<file path="config.mk">
export PLATFORM = sky130hd
export DESIGN_NAME = bht_sat_predictor
export DESIGN_NICKNAME = d
export VERILOG_FILES = /design/src/rtl/bht_sat_predictor.sv
export SDC_FILE = /design/constraint.sdc
export NUM_CORES = 1
export LEC_CHECK = 0
export CORE_MARGIN = 4
export CORE_UTILIZATION = 57
export CTS_BUF_LIST = sky130_fd_sc_hd__clkbuf_8 sky130_fd_sc_hd__clkbuf_16
export DETAILED_ROUTE_END_ITERATION = 16
export PLACE_DENSITY = 0.8
export SLEW_MARGIN = 15
export SYNTH_ARGS = -nofsm -noshare
export SYNTH_HDL_FRONTEND = slang
export SYNTH_SLANG_ARGS = --single-unit
export TNS_END_PERCENT = 30
</file>
<file path="constraint.sdc">
create_clock -name clk -period 7.5 [get_ports clk]
set_clock_uncertainty 0.2 [all_clocks]
set_input_delay 1.5 -clock clk [delete_from_list [all_inputs] [get_ports clk]]
set_output_delay 1.5 -clock clk [all_outputs]
set_load 0.02 [all_outputs]
</file>
<file path="src/rtl/bht_sat_predictor.sv">
// Branch history table of saturating counters: one-cycle predict port, RUN-only update port,
// post-reset init walk. Define BHT_BYPASS_EN to forward same-edge updates into predictions.
module bht_sat_predictor #(
    parameter int unsigned INDEX_BITS = 6,
    parameter int unsigned CTR_BITS   = 2,
    parameter int unsigned CTR_INIT   = 1
) (
    input  logic                clk,
    input  logic                reset,
    output logic                init_busy,
    input  logic                pred_req,
    input  logic [31:0]         pred_pc,
    output logic                pred_resp_valid,
    output logic                pred_taken,
    output logic [CTR_BITS-1:0] pred_ctr,
    input  logic                upd_valid,
    input  logic [31:0]         upd_pc,
    input  logic                upd_taken
);

    localparam int unsigned ENTRIES = 1 << INDEX_BITS;
    localparam logic [INDEX_BITS-1:0] LAST_IDX = INDEX_BITS'(ENTRIES - 1);
    localparam logic [CTR_BITS-1:0]   CTR_MAX  = {CTR_BITS{1'b1}};
    localparam logic [CTR_BITS-1:0]   CTR_RST  = CTR_BITS'(CTR_INIT);

    typedef enum logic [0:0] {
        ST_INIT = 1'b0,
        ST_RUN  = 1'b1
    } state_t;

    state_t                  state_q;
    state_t                  state_d;
    logic [INDEX_BITS-1:0]   init_idx;
    logic [INDEX_BITS-1:0]   init_idx_d;
    logic                    init_busy_d;

    logic [CTR_BITS-1:0]     mem [ENTRIES];

    logic [INDEX_BITS-1:0]   pred_idx;
    logic [INDEX_BITS-1:0]   upd_idx;
    logic [CTR_BITS-1:0]     upd_cur_c;
    logic [CTR_BITS-1:0]     upd_next_c;
    logic [CTR_BITS-1:0]     rd_val_c;

    logic                    wr_en_c;
    logic [INDEX_BITS-1:0]   wr_idx_c;
    logic [CTR_BITS-1:0]     wr_data_c;

    // PC bits outside the index field carry no information for an untagged table
    logic                    unused_pc_bits;
    assign unused_pc_bits = ^{pred_pc[31:INDEX_BITS+2], pred_pc[1:0],
                              upd_pc[31:INDEX_BITS+2], upd_pc[1:0]};

    assign pred_idx = pred_pc[INDEX_BITS+1:2];
    assign upd_idx  = upd_pc[INDEX_BITS+1:2];

    // Saturating increment/decrement of the addressed counter
    always_comb begin
        upd_cur_c  = mem[upd_idx];
        upd_next_c = upd_cur_c;
        if (upd_taken) begin
            if (upd_cur_c != CTR_MAX) begin
                upd_next_c = upd_cur_c + CTR_BITS'(1);
            end
        end else begin
            if (upd_cur_c != '0) begin
                upd_next_c = upd_cur_c - CTR_BITS'(1);
            end
        end
    end

    // Next state, init walk progress and the single array write port
    always_comb begin
        state_d     = state_q;
        init_idx_d  = init_idx;
        init_busy_d = init_busy;
        wr_en_c     = 1'b0;
        wr_idx_c    = '0;
        wr_data_c   = '0;
        case (state_q)
            ST_INIT: begin
                wr_en_c     = 1'b1;
                wr_idx_c    = init_idx;
                wr_data_c   = CTR_RST;
                init_idx_d  = init_idx + INDEX_BITS'(1);
                init_busy_d = 1'b1;
                if (init_idx == LAST_IDX) begin
                    state_d     = ST_RUN;
                    init_busy_d = 1'b0;
                end
            end
            ST_RUN: begin
                init_busy_d = 1'b0;
                if (upd_valid) begin
                    wr_en_c   = 1'b1;
                    wr_idx_c  = upd_idx;
                    wr_data_c = upd_next_c;
                end
            end
            default: begin
                state_d     = ST_INIT;
                init_idx_d  = '0;
                init_busy_d = 1'b1;
            end
        endcase
    end

    always_ff @(posedge clk) begin
        if (reset) begin
            state_q   <= ST_INIT;
            init_idx  <= '0;
            init_busy <= 1'b1;
        end else begin
            state_q   <= state_d;
            init_idx  <= init_idx_d;
            init_busy <= init_busy_d;
        end
    end

    // Array contents survive reset; the walk rewrites them
    always_ff @(posedge clk) begin
        if (!reset && wr_en_c) begin
            mem[wr_idx_c] <= wr_data_c;
        end
    end

    // Prediction read value: zero while walking, otherwise the stored (or forwarded) counter
    always_comb begin
        rd_val_c = mem[pred_idx];
`ifdef BHT_BYPASS_EN
        if (state_q == ST_RUN && upd_valid && (upd_idx == pred_idx)) begin
            rd_val_c = upd_next_c;
        end
`endif
        if (state_q == ST_INIT) begin
            rd_val_c = '0;
        end
    end

    always_ff @(posedge clk) begin
        if (reset) begin
            pred_resp_valid <= 1'b0;
            pred_taken      <= 1'b0;
            pred_ctr        <= '0;
        end else begin
            pred_resp_valid <= pred_req;
            if (pred_req) begin
                pred_ctr   <= rd_val_c;
                pred_taken <= rd_val_c[CTR_BITS-1];
            end
        end
    end

endmodule
</file>
==> impl_results.md <==
- Status: completed
- First-pass GRT wire length: 25.4 mm
- Post-CTS Hold Buffers: 0
- Clock sinks: 139
- Syn_nets: 520
- DRC viols: 0
- Dpl cells: 591
- Io pins: 74
- Starting Density: 58.1%
- Mapped cell area: 6960 µm²
- CP max stage delay: 1.02 ns
- Clock power share: 44.0%
- Psw: 0.378 mW
- Area occupied by multi-input gates: 2750 µm²
- Yosys cell types: 48
- Mean Syn Cell Area: 15.5 µm²
- Max-cap violations: 0
- Worst hold path type: register to register
- Minimum clock period: 5.41 ns
- Number of nets in the layout: 533
- HP Start: pred_ctr[0]
- CP max FO: 41
- Site Rows: 40
- Synth warn: 0
- Largest net degree at the start of global routing: 42
- Worst setup margin: 2.09 ns
- Deepest clock path buffer count: 2
- Fillcell total: 836
- Reg power frac: 48.8%
- Dpl ws: 1.70 ns
- Area Overhead vs Synth: 12.0%
- Final core occ: 65.1%
- Compound-Gate Fraction of Synth Area: 3.81%
- PwrDens: 221 nW/µm²
- Pint: 1.34 mW
- Max Clk Rate: 185 MHz
- Max Slew Vio Count: 0
- Vias in the first global route: 4350
- CP Capture Type: register
- Largest area contributor in the netlist: edfxtp_1
- Critical-path cell list: clkdlybuf4s50_1, nor2b_1, a22oi_1, a21oi_1, or4_4, maj3_2, o21ai_4, buf_4
- Fin. Hold Viols: 0
- Initial antenna violation count: 0
- Layout Cells excl Fill: 623
- GPL Wtd Cong: 0.870
- Hold_ws: 0.294 ns
- CTS HTree Levels: 4
- IO Port Bufs: 21
- Count leader, synth: edfxtp_1
- Synth top area share: 55.3%
- CP delay by family, top: buffers and inverters
- WS Path Type: input pin to register
- Clock Latency Late Sink: 0.42 ns
- FFs w/ async S/R, synth: 0%
- Portion of netlist area occupied by mux cells: 25.4%
- Hpwl dp: 10.6 mm
- Clk root buf: clkbuf_16
- Setup crit start: upd_pc[4]
- VDD IR max: 149 µV
- Post-DR vias/cell: 6.84
- Worst path buffer plus inverter count: 2
- Synth cell count leaders: 128 x edfxtp_1, 81 x nor2_1, 65 x mux4_2
- Crit-path slowest cell: clkdlybuf4s50_1
- Register area: 4060 µm²
- Gate Count Post-Synth: 450
- Synth Register Bits: 139
- Fin area: 7790 µm²
- Adder-cell area share of the yosys netlist: 0.342%
- Tot Pwr: 1.72 mW
- Simple-Gate Fraction of Synth Area: 9.25%
- Post-CTS sizing: 0
- GRT Resource Usage Total: 24.4%
- Setup_tns: 0 ns
- EDFF count, synth: 128
- Chip Width: 118 µm
- Post-Place Cell Area: 7250 µm²
- Grt total ovfl: 0
- Synth Area in XOR/XNOR: 0.378%
- Critical R2R Launch: mem[62][0]
- Final Setup Violations: 0
- Drt pass-1 iters: 4
- Seq/Total Area, Yosys: 58.4%
- Ant diodes: 0
- Prevailing post-synth register cell: edfxtp_1
- CTS clk-pin slew, worst paths: 0.05 ns
- Share of cells above drive strength 1: 22.7%
- Core Area: 12000 µm²
- Routed len/inst: 25.9 µm
- Setup crit start kind: input pin
- RSZ-0062 raised after global routing: no
- Leakage: 2.53 nW
- Final Cycle Share: 72.2%
- DRT antenna net count: 0
- Required @ worst endpoint: 7.53 ns
- Final wirelength: 16.1 mm
- Switch share: 22.0%
- Logic pwr share: 7.2%
- Die area: 14000 µm²
- DR vias: 4260
- Tightest Pin Transition: 1.13 ns
- Initial DRC count: 646
- Largest family of logic cells by synthesized area: multiplexers
- Post-CTS Setup Repair Bufs: 0
- Height of the die: 118 µm
- CTS tree: done
- CP Data Arrival Time: 5.44 ns
- Relative slew slack: 24.1%
- Top post-synthesis cells by area: edfxtp_1 55%, mux4_2 21%, nor2_1 4.4%, dfxtp_1 3.2%, mux4_1 2.3%
- TritonCTS buffer count: 17
worst reg2reg max path, cell delays in order, from the launching register on:
cell,delay [ns]
edfxtp_1,0.41
mux4_1,0.53
a22oi_1,0.23
a21oi_1,0.10
or4_4,0.54
maj3_2,0.35
o21ai_4,0.77
buf_4,0.42
metal layers:
metal | routed length (µm) | global-route usage, % | part of all wire [%] | vias up
met5 | 0 | 0 | 0 | -
met4 | 381 | 10.1 | 2.4 | 0
met3 | 1450 | 4.78 | 9.0 | 33
met2 | 8190 | 39.1 | 51 | 246
met1 | 6110 | 33.2 | 38 | 2156
li1 | - | - | - | 1825
sequential cells by signal (all words and copies together) (netlist names):
register and count:
pred_taken 1, pred_resp_valid 1, state_q 1, init_idx 6, mem 128, init_busy 1, pred_ctr 1
path summary, 6_finish.rpt:
| check | endpoint | slack [ns] | cells after the start |
|---|---|---|---|
| setup / recovery | mem[42][0] | 2.09 | 8 |
| hold / removal | pred_ctr[0] | 0.29 | 2 |
| setup reg to reg | mem[42][0] | 3.74 | 7 |
| hold reg to reg | pred_ctr[0] | 0.29 | 2 |
cells in the final DEF (no fill, tap or decap), types with 6 or more instances in the layout:
cell type / count
a22oi_1: 10
clkbuf_16: 17
clkdlybuf4s50_1: 18
dfxtp_1: 11
edfxtp_1: 128
inv_1: 9
mux2i_1: 11
mux4_1: 6
mux4_2: 65
nand2_1: 21
nand2b_1: 6
nand3_1: 11
nor2_1: 81
nor2b_1: 9
logic make-up after synthesis:
logic type               count (synthesis)
multiplexers                            85
AO/OA/AOI/OAI                           38
buffers and inverters                   39
AND/OR/NAND/NOR                        144
XOR/XNOR                                 3
flip-flops                             139
adder cells (fa/ha/maj)                  2
power by group through the flow:
stage / clock network, mW / logic [mW] / registers, mW
floorplan: 0 / 0.0866 / 0.855
global route: 0.805 / 0.132 / 0.839
detailed placement: 0 / 0.123 / 0.855
global placement: 0 / 0.120 / 0.855
CTS: 0.763 / 0.124 / 0.839
finish: 0.756 / 0.124 / 0.839
area by class of cell:
cell class,count,area share (%)
tap,147,2.36
timing repair buffer,25,2.97
clock inverter,15,1.41
sequential,139,52.2
clock buffer,17,5.46
inverter,8,0.385
multi-input combinational,272,35.2
Note: power is estimated with default switching activity, not from simulation.
